## config.mk

```make
export PLATFORM = sky130hd
export DESIGN_NAME = bopit_round_ctrl
export DESIGN_NICKNAME = d
export VERILOG_FILES = /design/src/rtl/bopit_pkg.sv /design/src/rtl/bopit_tick_gen.sv /design/src/rtl/bopit_round_ctrl.sv
export SDC_FILE = /design/constraint.sdc
export NUM_CORES = 1
export LEC_CHECK = 0
export CAP_MARGIN = 40
export CORE_MARGIN = 5
export CORE_UTILIZATION = 44
export CTS_CLUSTER_DIAMETER = 60
export DETAILED_ROUTE_END_ITERATION = 10
export PLACE_DENSITY_LB_ADDON = 0.1
export SLEW_MARGIN = 15
export SYNTH_ARGS = -nofsm -noshare
export SYNTH_HDL_FRONTEND = slang
export SYNTH_SLANG_ARGS = --single-unit
```

## constraint.sdc

```tcl
create_clock -name clk -period 2.7 [get_ports clk]
set_input_delay 0.54 -clock clk [delete_from_list [all_inputs] [get_ports clk]]
set_output_delay 0.54 -clock clk [all_outputs]
set_load 0.02 [all_outputs]
```

## src/rtl/bopit_pkg.sv

```systemverilog
// Shared types and constants for the Bop-It round controller.
// The LFSR is a right-shifting Fibonacci form of x^16+x^14+x^13+x^11+1.
package bopit_pkg;

  typedef enum logic [2:0] {
    S_IDLE  = 3'd0,
    S_ISSUE = 3'd1,
    S_WAIT  = 3'd2,
    S_HIT   = 3'd3,
    S_MISS  = 3'd4,
    S_OVER  = 3'd5
  } state_t;

  localparam int               LFSR_W    = 16;
  localparam logic [LFSR_W-1:0] LFSR_SEED = 16'hACE1;
  // Taps 16,14,13,11 land on bits 0,2,3,5 because the register shifts right.
  localparam logic [LFSR_W-1:0] LFSR_TAPS = 16'h002D;
  localparam logic [3:0]        NO_CMD    = 4'b0000;

  function automatic logic [LFSR_W-1:0] lfsr_next(input logic [LFSR_W-1:0] s);
    return {^(s & LFSR_TAPS), s[LFSR_W-1:1]};
  endfunction

endpackage

```

## src/rtl/bopit_tick_gen.sv

```systemverilog
// Millisecond tick prescaler: one-cycle o_tick every TICK_DIV clocks,
// restarted from zero by a synchronous i_clr.
module bopit_tick_gen #(
  parameter int TICK_DIV = 100000
) (
  input  logic clk,
  input  logic rst_n,
  input  logic i_clr,
  output logic o_tick
);
  localparam int             CW   = (TICK_DIV > 1) ? $clog2(TICK_DIV) : 1;
  localparam logic [CW-1:0]  LAST = CW'(TICK_DIV - 1);

  logic [CW-1:0] r_cnt;

  assign o_tick = (r_cnt == LAST);

  always_ff @(posedge clk or negedge rst_n) begin
    if (!rst_n) begin
      r_cnt <= '0;
    end else if (i_clr || o_tick) begin
      r_cnt <= '0;
    end else begin
      r_cnt <= r_cnt + 1'b1;
    end
  end

endmodule

```

## src/rtl/bopit_round_ctrl.sv

```systemverilog
// Bop-It round sequencer: issues commands, times the response window, flashes on a miss.
// Define BOPIT_LIVES_EN for three lives per game; without it the first miss ends the game.
module bopit_round_ctrl
  import bopit_pkg::*;
#(
  parameter int TICK_DIV   = 100000,
  parameter int WINDOW_MS  = 1500,
  parameter int WINDOW_DEC = 50,
  parameter int WINDOW_MIN = 300,
  parameter int FLASH_MS   = 2000
) (
  input  logic       clk,
  input  logic       rst_n,
  input  logic       start,
  input  logic [3:0] btn,
  output logic [3:0] cmd,
  output logic       flash,
  output logic [7:0] score,
  output logic [1:0] lives,
  output logic       game_over
);
  localparam int              TW        = 16;
  localparam int              TW1       = TW + 1;
  localparam logic [TW-1:0]   WIN_INIT  = TW'(WINDOW_MS);
  localparam logic [TW-1:0]   WIN_DEC   = TW'(WINDOW_DEC);
  localparam logic [TW-1:0]   WIN_MIN   = TW'(WINDOW_MIN);
  localparam logic [TW-1:0]   FLASH_LEN = TW'(FLASH_MS);
  localparam logic [TW1-1:0]  WIN_THR   = TW1'(WINDOW_MIN + WINDOW_DEC);

  state_t            r_state, w_next;
  logic [LFSR_W-1:0] r_lfsr;
  logic [3:0]        r_cmd;
  logic [3:0]        w_draw;
  logic [7:0]        r_score;
  logic [TW-1:0]     r_win_len;
  logic [TW-1:0]     r_tmr;
  logic [1:0]        w_lives;
  logic              w_tick, w_clr, w_hit, w_bad, w_tmr_done, w_lives_left, w_start_ok;

  bopit_tick_gen #(.TICK_DIV(TICK_DIV)) u_tick (
    .clk    (clk),
    .rst_n  (rst_n),
    .i_clr  (w_clr),
    .o_tick (w_tick)
  );

  assign w_draw     = 4'b0001 << r_lfsr[1:0];
  assign w_hit      = (btn == r_cmd);
  assign w_bad      = (btn != NO_CMD) && !w_hit;
  assign w_tmr_done = w_tick && (r_tmr <= 16'd1);
  assign w_start_ok = start && ((r_state == S_IDLE) || (r_state == S_OVER));

`ifdef BOPIT_LIVES_EN
  logic [1:0] r_lives;
  always_ff @(posedge clk or negedge rst_n) begin
    if (!rst_n) begin
      r_lives <= 2'd3;
    end else if (w_start_ok) begin
      r_lives <= 2'd3;
    end else if ((r_state == S_WAIT) && (w_next == S_MISS) && (r_lives != 2'd0)) begin
      r_lives <= r_lives - 2'd1;
    end
  end
  assign w_lives = r_lives;
`else
  assign w_lives = 2'd0;
`endif
  assign w_lives_left = (w_lives != 2'd0);

  // Prescaler restarts on entry to WAIT and MISS so windows and flashes are whole ticks.
  always_comb begin
    w_next = r_state;
    w_clr  = 1'b0;
    unique case (r_state)
      S_IDLE, S_OVER: if (start) w_next = S_ISSUE;
      S_ISSUE: begin
        w_next = S_WAIT;
        w_clr  = 1'b1;
      end
      S_WAIT: begin
        if (w_hit) begin
          w_next = S_HIT;
        end else if (w_bad || w_tmr_done) begin
          w_next = S_MISS;
          w_clr  = 1'b1;
        end
      end
      S_HIT:  w_next = S_ISSUE;
      S_MISS: if (w_tmr_done) w_next = w_lives_left ? S_ISSUE : S_OVER;
      default: w_next = S_IDLE;
    endcase
  end

  // After a hit the next command is drawn during HIT so it is visible while in ISSUE.
  always_ff @(posedge clk or negedge rst_n) begin
    if (!rst_n) begin
      r_state   <= S_IDLE;
      r_lfsr    <= LFSR_SEED;
      r_cmd     <= NO_CMD;
      r_score   <= 8'd0;
      r_win_len <= WIN_INIT;
      r_tmr     <= '0;
    end else begin
      r_state <= w_next;
      r_lfsr  <= lfsr_next(r_lfsr);
      unique case (r_state)
        S_IDLE, S_OVER: begin
          if (start) begin
            r_score   <= 8'd0;
            r_win_len <= WIN_INIT;
          end
        end
        S_ISSUE: begin
          r_tmr <= r_win_len;
          if (r_cmd == NO_CMD) r_cmd <= w_draw;
        end
        S_WAIT: begin
          if (w_next == S_MISS) begin
            r_cmd <= NO_CMD;
            r_tmr <= FLASH_LEN;
          end else if (w_tick) begin
            r_tmr <= r_tmr - 16'd1;
          end
        end
        S_HIT: begin
          r_cmd <= w_draw;
          if (r_score != 8'hFF) r_score <= r_score + 8'd1;
          if ({1'b0, r_win_len} >= WIN_THR) r_win_len <= r_win_len - WIN_DEC;
          else                              r_win_len <= WIN_MIN;
        end
        S_MISS: if (w_tick) r_tmr <= r_tmr - 16'd1;
        default: r_cmd <= NO_CMD;
      endcase
    end
  end

  assign cmd       = r_cmd;
  assign flash     = (r_state == S_MISS);
  assign score     = r_score;
  assign lives     = w_lives;
  assign game_over = (r_state == S_OVER);

endmodule

```

After elaboration in Yosys (flattened, before gate mapping)
Cells that the tools add are included.
W data, S select, Z words.
- add/sub/neg operators: 4
- multiply operators: 0
- div/mod/pow operators: 0
- order comparisons: 2
- eq/ne operators: 13
- shifts and indexed selects: 1
- muxes and demuxes: 21
- bitwise operators: 1
- reduce and logical (&&, ||, !) cells: 16
- operators by type and width (cell ; number):
    $mux W16 ; 4
    $pmux W16 S3 ; 1
    $pmux W16 S2 ; 1
    $add A17 B1 Y17 const B ; 1
    $eq A17 B17 Y1 const B ; 1
    $mux W17 ; 1
    $ge A16 B9 Y1 const B ; 1
    $le A16 B1 Y1 const B ; 1
    $mux W8 ; 2
    $pmux W4 S4 ; 1
    $pmux W8 S2 ; 1
    $reduce_xor A16 Y1 ; 1
    $sub A16 B1 Y16 const B ; 1
    $sub A16 B6 Y16 const B ; 1
    $pmux W3 S5 ; 1
    $mux W3 ; 4
    $eq A3 B3 Y1 const B ; 3
    $add A8 B1 Y8 const B ; 1
    $mux W4 ; 2
    $ne A2 B2 Y1 const B ; 4
    $ne A8 B8 Y1 const B ; 1
    $eq A3 B2 Y1 const B ; 2
    $reduce_and A3 Y1 ; 2
    $eq A4 B4 Y1 ; 1
    other kinds (16) ; 19
- register bits after elaboration: 80
- bits in latches: 0
- bits in writable memories: 0
- memory bits (read-only): 0
- output and inout bits: 16
- word-level logic and storage cells: 65
- memories kept: 0

Logic depth before layout (Yosys ltp)
Gate-level depths: netlist of the first run.
- depth after elaboration: 10
- gate-level depth with buffers: 10
- mapped depth without buffers: 8

Modules after synthesis
Synthesis of the first run repeated with hierarchy kept, for this count alone.
- cell total of the unflattened synthesis: 443
- area total of the unflattened synthesis: 4226.6 µm²
- modules (own cells, without submodules) (module ; times used ; cells an instance ; area an instance (µm²) ; sequential area each (µm²)):
    bopit_round_ctrl ; 1 ; 356 ; 3378.2 ; 1570.3
    bopit_tick_gen ; 1 ; 87 ; 848.3 ; 425.4

Worst setup path before layout of the first run
No wires, ideal clock.
- path type: register to register
- start point: register u_tick.r_cnt[13]
- end point: register r_tmr[15]
- setup time: 0.135 ns
- arrival: 2.415 ns
- slack: 0.150 ns
- stages on the path, launching flop included: 7
- clock period less this slack: 2.550 ns
- cell sequence: dfrtp_1 or4b_4 or4_4 or4_4 nor2_2 mux2i_1 o22ai_2
- longest elaborated chain between the ends: 9
- ends and longest elaborated chain (item ; RTL line ; source):
    start: declaration ; bopit_tick_gen.sv:14 ; logic [CW-1:0] r_cnt;
    start signal: assignment ; bopit_tick_gen.sv:24 ; r_cnt <= r_cnt + 1'b1;
    $eq A17 B17 Y1 * ; bopit_tick_gen.sv:16 ; assign o_tick = (r_cnt == LAST);
    $logic_and A1 B1 Y1 ; bopit_round_ctrl.sv:50 ; assign w_tmr_done = w_tick && (r_tmr <= 16'd1);
    $logic_or A1 B1 Y1 ; bopit_round_ctrl.sv:83 ; end else if (w_bad || w_tmr_done) begin
    $mux W3 ; bopit_round_ctrl.sv:83 ;
    $mux W3 ; bopit_round_ctrl.sv:81 ; if (w_hit) begin
    $pmux W3 S5 ; bopit_round_ctrl.sv:74 ; unique case (r_state)
    $eq A3 B3 Y1 ; bopit_round_ctrl.sv:118 ; if (w_next == S_MISS) begin
    $mux W16 ; bopit_round_ctrl.sv:118 ;
    $pmux W16 S3 * ; bopit_round_ctrl.sv:106 ; unique case (r_state)
    end signal: assignment ; bopit_round_ctrl.sv:114 ; r_tmr <= r_win_len;
    end signal: assignment ; bopit_round_ctrl.sv:122 ; r_tmr <= r_tmr - 16'd1;
    end signal: assignment ; bopit_round_ctrl.sv:131 ; S_MISS: if (w_tick) r_tmr <= r_tmr - 16'd1;
    end: declaration ; bopit_round_ctrl.sv:36 ; logic [TW-1:0] r_tmr;
Every way passes the cells marked *; elsewhere a longest branch is shown, timed or not.
A chain may end at the register's enable or synchronous reset.

Worst setup path after layout of the first run
Ends and elaborated chain as after synthesis.

==> results of run 1 <==
worst max-delay path, stage by stage (launching register included):
cell and delay, ps:
dfrtp_1 420, or4b_4 570, or4_4 570, or4_4 520, nor2_2 110, mux2i_1 220
o22ai_2 90
metrics by stage:
stage	TNS [ps]	utilization	std cells	total power (uW)
after global placement	0	0.505	572	3040
after detailed placement	-297	0.505	572	3070
after CTS	0	0.527	588	4010
final	0	0.531	589	3990
after floorplan	0	-	427	2540
after global routing	0	0.531	589	4260
routing by layer:
layer  vias up  wire length (um)
met2        83              4030
met5         -                 0
met3        18               425
met1      1614              4850
met4         0               212
li1       1645                 -
cells in the mapped netlist, drive strengths merged (4+ instances only):
cell,instances
or4,8
a21o,7
a32oi,4
inv,9
o22ai,4
dfrtp,64
xor2,21
nand2b,4
nor4,10
or3,10
nand2,46
clkbuf,16
xnor2,7
nor2b,7
o211ai,5
ha,5
dfstp,15
o21ai,15
a21oi,19
nor3,13
nand4,14
nand3,12
mux2i,8
and3,8
o21a,5
a22oi,4
nor2,46
power breakdown:
part | internal [uW] | switching [uW]
clock | 445 | 480
sequential | 1390 | 225
combinational | 572 | 884
total | 2400 | 1590
what timing repair did:
action                                  in CTS  in global routing
buffers inserted                             0                  1
endpoints found under the setup margin       0                  5
hold endpoints to repair                     0                  0
resized for setup                            0                  6
cell type report:
class                      instances  area (sq um)
sequential                        79          2000
clock buffer                       9           124
tap                              111           139
clock inverter                     7          83.8
timing repair buffer              53           445
multi-input combinational        321          2040
inverter                           9          33.8
fill                             842          4300
worst paths after layout:
path / end / depth (start not counted)
hold / removal: r_tmr[8] / 1
setup / recovery: r_tmr[15] / 6
min in group clk: r_lfsr[11] / 0
hold reg to reg: r_lfsr[11] / 0
setup reg to reg: r_tmr[15] / 6
max in group asynchronous: r_lfsr[0] / 2
cell families (layout without fill, tap and decap cells):
kind of cell,after synthesis,in the layout,share of synthesized area
simple gates,190,190,0.243
other cells,1,2,0.000913
compound gates,88,88,0.149
fa+ha+maj,5,5,0.0152
flops,79,79,0.486
buf+inv,27,78,0.0265
xor+xnor,28,28,0.0597
mux,8,8,0.0195
cell usage in the layout (no fill, tap or decap), drive strengths merged, types with 4 or more instances in the layout:
cell type,instances
or4,8
mux2i,8
nand2b,4
o22ai,4
clkdlybuf4s50,19
dfrtp,64
nor2,46
a21oi,19
a22oi,4
o211ai,5
a21o,7
nor2b,7
o21a,5
nand3,12
nor4,10
and3,8
buf,34
or3,10
a32oi,4
ha,5
clkbuf,9
nand2,46
xor2,21
dfstp,15
inv,13
nand4,14
nor3,13
o21ai,15
xnor2,7
state kept, by name, summed over array words and instances (netlist names):
signal,cells
r_lfsr,16
r_state,3
score,8
u_tick.r_cnt,17
r_win_len,15
r_tmr,16
cmd,4
==> summary.md, run 1 <==
| Metric | Value |
|---|---|
| DR vias | about 3400 |
| Layout area overhead | 18.3% |
| Placed cell areas | 4620 sq um |
| Lkg Pwr | 0.00210 uW |
| Grt met3 use | 0.0325 |
| Port bufs | 20 |
| Number of detailed-route iterations in the first pass | 5 |
| Die Span X | ~110 um |
| CP Class | flip-flop to flip-flop |
| WP data required | roughly 2900 ps |
| Top FF cell, synth | dfrtp_1 |
| Synthesized area | 4110 sq um |
| Total Nets Final | 485 |
| Worst hold slack | 174 ps |
| Htree depth | 3 |
| Top cells by area, synth | dfrtp_1 39%, dfstp_2 9.6%, xor2_1 4.5% |
| First-pass GRT wire length | roughly 16000 um |
| Fin area | 4860 sq um |
| FF+latch count, synth | 79 |
| Critical Path Source | u_tick.r_cnt[13] |
| Fin Clk Skew | 5.58 ps |
| GR Util met1 | 0.265 |
| RSZ-0062 raised after global routing | no |
| CTS Buf Count | 9 |
| Routed WL | 9510 um |
| Largest net degree at the start of global routing | 42 |
| Vias in the first global route | ~3200 |
| Core Region | 9150 sq um |
| Share of cells above drive strength 1 | 0.174 |
| Top cell type's share of synthesized area | 0.390 |
| Final critical-path required period | ~2600 ps |
| Iteration-0 DRC Markers | 210 |
| Yosys warns | 0 |
| Std cell rows | 35 |
| Worst Tran Pin Value | 824 ps |
| Status | finished, final reports clean |
| Dpl ws | -66.3 ps |
| Post-synthesis async set-or-reset flop share | 1.00 |
| Antenna viol nets, final | 0 |
| PD cells | 822 nW/um^2 |
| Vias per inst | 5.70 |
| Biggest area consumer among synthesized cells | dfrtp_1 |
| Gr ovfl total | 0 |
| Final Slew Violations | 0 |
| TritonCTS clock tree | yes |
| Initial antenna violation count | 0 |
| Final Wtd Congestion | 0.890 |
| Drt wl/cell | 16.2 um |
| Dpl hpwl | 6800 um |
| Clk Latency, worst-skew pair | between 300 and 400 ps |
| Final worst path period share | 0.969 |
| Post-synth EDFFs | 0 |
| Mapped Cells | ~430 |
| Post-synthesis sequential area ratio | 0.486 |
| R2R setup slack | 80 ps |
| Setup violators final | 0 |
| Crit. End Element | flip-flop |
| Max-cap viol count | 0 |
| Netlist cell types | 61 |
| Reg2Reg Launch Point | u_tick.r_cnt[13] |
| CP max FO | 5 |
| Ports | 23 |
| Full die area | 11400 sq um |
| Reg clk slew, reported paths | 90 ps |
| Rel. slew slack | 0.448 |
| Top Usage Layer GRT | met1 |
| Starting Density | 0.449 |
| CP arrival | between 2000 and 3000 ps |
| Chip Height | between 100 and 150 um |
| Crit path launch type | flip-flop |
| Achievable Freq | 382 MHz |
| Setup ws final | approximately 85 ps |
| VDD IR max | 0.417 mV |
| N_diodes | 0 |
| Min-delay worst type | primary input to asynchronous set/reset pin |
| M2 GR Usage | 0.247 |
| Global-route usage over all layers | 0.176 |
| Num Clock Sinks | between 70 and 80 |
| Drt drc | 0 |
| Hold-fix buffers, CTS | 0 |
| Avg Cell Area, Syn | 9.64 sq um |
| Final Hold Fails | 0 |
| CTS max path bufs | 2 |
| CTS Root Cell | clkbuf_8 |
No activity file was read; power rests on OpenSTA's default activity.
==> inputs of run 2 (changes only) <==
- TNS_END_PERCENT: not set -> 5
- clock period: 2.7 -> 2.14 ns (I/O delays scaled with it)
==> run 2 against run 1 <==
Net effect: the run now ends with setup timing left; power is 36% higher; critical path type unchanged; setup slack got worse by 460 ps; cell count is 10% higher; hold slack lost 130 ps; clock power increased by 30%; critical endpoint unchanged; fmax rose by 4.1%; routed wire length up 6.1%; largest power group is now combinational cells.
==> summary.md, run 2 (synthesis results as in run 1) <==
| Metric | Value |
|---|---|
| VDD IR max | roughly 0.58 mV |
| Dpl hpwl | 7400 um |
| Share of cells above drive strength 1 | 0.277 |
| Crit path launch type | flip-flop |
| Worst R2R Path Depth | 6 |
| Rel. slew slack | 0.601 |
| Reg2Reg Launch Point | u_tick.r_cnt[8] |
| Largest net degree at the start of global routing | 39 |
| Final Slew Violations | 0 |
| Worst hold slack | 43.8 ps |
| Hold-fix buffers, CTS | 0 |
| PD cells | 1010 nW/um^2 |
| Fin Clk Skew | between 10 and 15 ps |
| CP arrival | between 2000 and 3000 ps |
| RR Endpoint | r_tmr[15] |
| Num Clock Sinks | 79 |
| Number of detailed-route iterations in the first pass | 5 |
| Final Hold Fails | 0 |
| R2R setup slack | -370 ps |
| Int Power | 3320 uW |
| Max-cap viol count | 0 |
| CTS Buf Count | 9 |
| Drt wl/cell | 15.6 um |
| Most frequent cells in the layout | 90 x buf_4, 64 x dfrtp_1, 46 x nand2_1 |
| Top Registers | u_tick.r_cnt (17), r_lfsr (16), r_tmr (16) |
| WL met1 | 4940 um |
| Sw Ratio | 0.387 |
| Clk Latency, worst-skew pair | 360 ps |
| RSZ-0062 raised after global routing | yes |
| Max Used Layer | met4 |
| Lkg Pwr | 0.00243 uW |
| Worst Tran Pin Value | 598 ps |
| Final Util | 0.587 |
| Met3 routed WL | 413 um |
| Setup ws final | -372 ps |
| Ports | 23 |
| CP max FO | 3 |
| Initial antenna violation count | 0 |
| Layout area overhead | 30.8% |
| CP Class | flip-flop to flip-flop |
| P_sw | 2100 uW |
| Final Wtd Congestion | ~0.9 |
| Chip Height | 107 um |
| Starting Density | 0.449 |
| CTS max path bufs | 2 |
| Port bufs | 20 |
| Full die area | 11400 sq um |
| WP data required | 2370 ps |
| Most common cell after layout, fill and taps aside | buf_4 |
| CTS Root Cell | clkbuf_8 |
| Final critical-path required period | approximately 2500 ps |
| Layout filler cell count | 800 |
| Routed WL | 10100 um |
| Logic pwr share | 0.415 |
| Gr ovfl total | 0 |
| Number of flip-flops in the largest register | 17 |
| DR vias | 3626 |
| N_diodes | 0 |
| First-pass GRT wire length | 17300 um |
| Min-delay worst type | primary input to asynchronous set/reset pin |
| Crit. End Element | flip-flop |
| Total power | 5420 uW |
| Achievable Freq | between 300 and 400 MHz |
| Drt drc | 0 |
| Setup violators final | 22 |
| Sequential share of power | 0.365 |
| Vias in the first global route | 3626 |
| Die Span X | roughly 110 um |
| Global-route usage over all layers | 0.187 |
| Reg clk slew, reported paths | approximately 100 ps |
| Final worst path period share | 1.17 |
| Status | complete, but fails checks |
| Std cell rows | 35 |
| Total Nets Final | 544 |
| Core Region | just over 9000 sq um |
| Failing checks | setup timing |
| Htree depth | 3 |
| Met2 wire len | ~4600 um |
| Clock Power Share | 0.221 |
| Antenna viol nets, final | 0 |
| Dpl ws | -460 ps |
| Vias per inst | about 5.6 |
| Iteration-0 DRC Markers | 228 |
| TritonCTS clock tree | yes |
| Placed cells | between 600 and 700 |
| Layout Cells excl Fill | approximately 650 |
| Largest Register | u_tick.r_cnt |
## run 2: cell count changes in the layout (fill, tap and decap cells not counted), sizes merged
cell / before / now
buf: 34 / 93
clkbuf: 9 / 10
clkdlybuf4s50: 19 / 17
clkinv: 1 / 0
dlygate4sd2: 0 / 2
## run 2: repair_timing
action                                  CTS  global route
pin swaps                                 3             3
endpoints found under the setup margin   41            54
gates resized for setup                  12             8
hold endpoints to repair                  0             0
setup buffers                             1             1
## run 2: how the worst max path moves through the flow
stage                               start        end  cells past startpoint  slack, ps
after CTS                 u_tick.r_cnt[8]  r_tmr[15]                      6       -380
after global routing      u_tick.r_cnt[8]  r_tmr[15]                      6       -460
final                     u_tick.r_cnt[8]  r_tmr[15]                      6       -370
after global placement             btn[3]   r_tmr[9]                      8       -410
after floorplan           u_tick.r_cnt[6]  r_tmr[15]                      6       -360
after detailed placement           btn[3]  r_tmr[10]                      7       -460
## run 2: stage by stage
step | area (sq um) | TNS (ps)
6_report | 5370 | -5480
5_1_grt | 5370 | -8020
4_1_cts | 5330 | -4760
3_5_place_dp | 5070 | -9810
3_3_place_gp | 5070 | -8750
2_1_floorplan | 4110 | -3460
## run 2: layer usage
metal | track usage | up-vias
li1 | - | 1764
met1 | 0.269 | 1778
met2 | 0.291 | 73
met3 | 0.0283 | 11
met4 | 0.0621 | 0
met5 | 0 | -
## run 2: final cells by class
| type | instances | area, sq um | area share |
|---|---|---|---|
| Tap cell | 111 | 139 | 0.0259 |
| Sequential cell | 79 | 2000 | 0.372 |
| Timing Repair Buffer | 112 | 915 | 0.170 |
| Multi-Input combinational cell | 321 | 2080 | 0.386 |
| Clock buffer | 10 | 138 | 0.0256 |
| Inverter | 9 | 33.8 | 0.00629 |
| Clock inverter | 6 | 75.1 | 0.0140 |
## run 2: critical path: stages (launching register included)
cell     delay, ps
dfrtp_1        390
or4b_4         540
or4_4          560
or4_4          460
nor2_4         130
mux2i_1        230
o22ai_2         90
## run 2: power groups by stage
stage / Clock [uW] / Sequential [uW] / Combinational (uW)
finish: 1200 / 1980 / 2250
global route: 1280 / 2010 / 2490
CTS: 1230 / 1960 / 2190
detailed placement: 0 / 1980 / 2160
global placement: 0 / 1980 / 2140
floorplan: 0 / 1980 / 1220
==> inputs of run 3 (changes only) <==
- CORE_ASPECT_RATIO: not set -> 0.9
- clock period: 2.14 -> 2.2 ns (I/O delays scaled with it)
==> run 3 against run 2 <==
Net effect: the run still ends with setup timing left; sequential share of layout area up 0.076 points; register-to-register slack better by 60 ps; critical path depth unchanged; largest power group unchanged; highest routed layer unchanged.
==> summary.md, run 3 (synthesis results as in run 1) <==
| Metric | Value |
|---|---|
| Status | complete, but fails checks |
| Failing checks | setup timing |
| Slowest CP cell | or4_4 |
| Share of cells above drive strength 1 | 0.275 |
| Reg clk slew, reported paths | 90 ps |
| Final Wtd Congestion | 0.811 |
| Drt drc | 0 |
| CTS Root Cell | clkbuf_8 |
| Crit. End Element | flip-flop |
| CP cell instances | or4b_4, or4_4, or4_4, nor2_4, mux2i_1, o22ai_2 |
| Sw Ratio | 0.387 |
| R2R setup slack | -310 ps |
| Starting Density | 0.450 |
| Lkg Pwr | 0.00240 uW |
| Top Registers | u_tick.r_cnt (17), r_lfsr (16), r_tmr (16) |
| Worst R2R Path Depth | 6 |
| Routed WL | 9950 um |
| Final critical-path required period | 2510 ps |
| VDD IR max | around 0.49 mV |
| Final worst path period share | 1.14 |
| Placed cell areas | 5040 sq um |
| Vias in the first global route | 3507 |
| Most used cell along the critical path | or4_4 |
| PD cells | 977 nW/um^2 |
| Std cell rows | 33 |
| TritonCTS clock tree | yes |
| Most frequent cells in the layout | 81 x buf_4, 63 x dfrtp_1, 44 x nor2_1 |
| Logic pwr share | 0.417 |
| Clock Power Share | 0.220 |
| Htree depth | 3 |
| Setup violators final | 30 |
| Clk Latency, worst-skew pair | 370 ps |
| Final Slew Violations | 0 |
| Core Region | 9130 sq um |
| Dpl hpwl | approximately 7200 um |
| Antenna viol nets, final | 0 |
| N_diodes | 0 |
| Layout Cells excl Fill | 652 |
| Max-cap viol count | 0 |
| CP arrival | 2760 ps |
| Fin area | 5360 sq um |
| Drt wl/cell | 15.3 um |
| Worst Tran Pin Value | between 500 and 600 ps |
| Total Nets Final | 537 |
| Largest net degree at the start of global routing | 42 |
| Placed cells | 635 |
| Reg2Reg Launch Point | u_tick.r_cnt[11] |
| RR Endpoint | r_tmr[15] |
| P_sw | 2030 uW |
| Chip Height | 102 um |
| Fin Clk Skew | between 9 and 10 ps |
| Num Clock Sinks | 79 |
| Number of detailed-route iterations in the first pass | 5 |
| CTS Buf Count | 9 |
| Crit path launch type | flip-flop |
| Achievable Freq | just under 400 MHz |
| Gr ovfl total | 0 |
| Min-delay worst type | primary input to asynchronous set/reset pin |
| WP data required | 2440 ps |
| Max incr delay on CP | 560 ps |
| RSZ-0062 raised after global routing | yes |
| Vias per inst | 5.44 |
| Largest Register | u_tick.r_cnt |
| First-pass GRT wire length | 17100 um |
| Hold-fix buffers, CTS | 0 |
| Int Power | 3210 uW |
| Iteration-0 DRC Markers | 136 |
| Final Hold Fails | 0 |
| Full die area | 11400 sq um |
| CP max FO | 3 |
| Port bufs | 20 |
| Layout area overhead | 30.7% |
| Setup ws final | -315 ps |
| CTS max path bufs | 2 |
| Sequential share of power | 0.363 |
| CP Class | flip-flop to flip-flop |
| Rel. slew slack | 0.634 |
| Initial antenna violation count | 0 |
| Die Span X | 112 um |
| Number of flip-flops in the largest register | 17 |
| DR vias | about 3500 |
| Most common cell after layout, fill and taps aside | buf_4 |
| Ports | 23 |
| Global-route usage over all layers | 0.187 |
## run 3: cell types whose count changed in the layout (fill, tap and decap cells not counted), moves of 2 or more
cell,change
buf_4,-9
buf_6,+3
clkinv_4,+3
nand2_1,-3
inv_6,-2
nand2_2,+2
nor2b_1,+2
nor2b_2,-2
or4_1,-2
or4_4,+2
## run 3: layout make-up
cell class | instances | area [sq um]
Inverter | 9 | 33.8
Fill cell | 839 | 3760
Sequential cell | 79 | 2000
Multi-Input combinational cell | 321 | 2110
Clock buffer | 9 | 124
Clock inverter | 7 | 87.6
Timing Repair Buffer | 105 | 863
Tap cell | 122 | 153
## run 3: per-stage QoR
| stage | power (uW) | hold WS, ps | worst slack (ps) | utilization | TNS, ps |
|---|---|---|---|---|---|
| final | 5240 | 34.0 | -315 | 0.588 | -1910 |
| after global routing | 5610 | 88.6 | -369 | 0.588 | -5300 |
| after CTS | 5220 | 57.7 | -310 | 0.579 | -3010 |
| after detailed placement | 4040 | 339 | -413 | 0.552 | -8250 |
| after global placement | 4000 | 336 | -352 | 0.552 | -7200 |
| after floorplan | 3120 | 144 | -302 | - | -2000 |
## run 3: worst max-delay path, delay by kind of cell (launching register included)
family	cells	cell delay (ps)
and+or+nand+nor	4	1690
muxes	1	220
DFF	1	390
AOI/OAI and AO/OA	1	90
## run 3: power by group through the flow
stage               Combinational, uW  Clock (uW)  Sequential [uW]
finish                           2180        1150             1900
global route                     2420        1250             1940
CTS                              2140        1180             1900
detailed placement               2130           0             1910
global placement                 2100           0             1900
floorplan                        1190           0             1930
## run 3: layer usage
metal	vias to the layer above	GRT usage	share of wire
li1	1749	-	-
met1	1740	0.255	0.49
met2	46	0.304	0.47
met3	11	0.0376	0.037
met4	0	0.0571	0.011
met5	-	0	0
## run 3: what timing repair did
action | 4_1_cts | 5_1_grt
gates resized for setup | 12 | 18
setup buffers | 0 | 1
cloned | 0 | 0
endpoints found under the setup margin | 24 | 47
pin swaps | 4 | 6
## run 3: worst max path at each step
stage / depth (start not counted) / slack (ps) / startpoint / to
floorplan: 6 / -300 / u_tick.r_cnt[6] / r_tmr[15]
global placement: 9 / -350 / btn[3] / r_tmr[14]
detailed placement: 9 / -410 / btn[3] / r_tmr[12]
CTS: 6 / -310 / u_tick.r_cnt[6] / r_tmr[15]
global route: 7 / -370 / u_tick.r_cnt[11] / r_tmr[3]
finish: 6 / -310 / u_tick.r_cnt[11] / r_tmr[15]
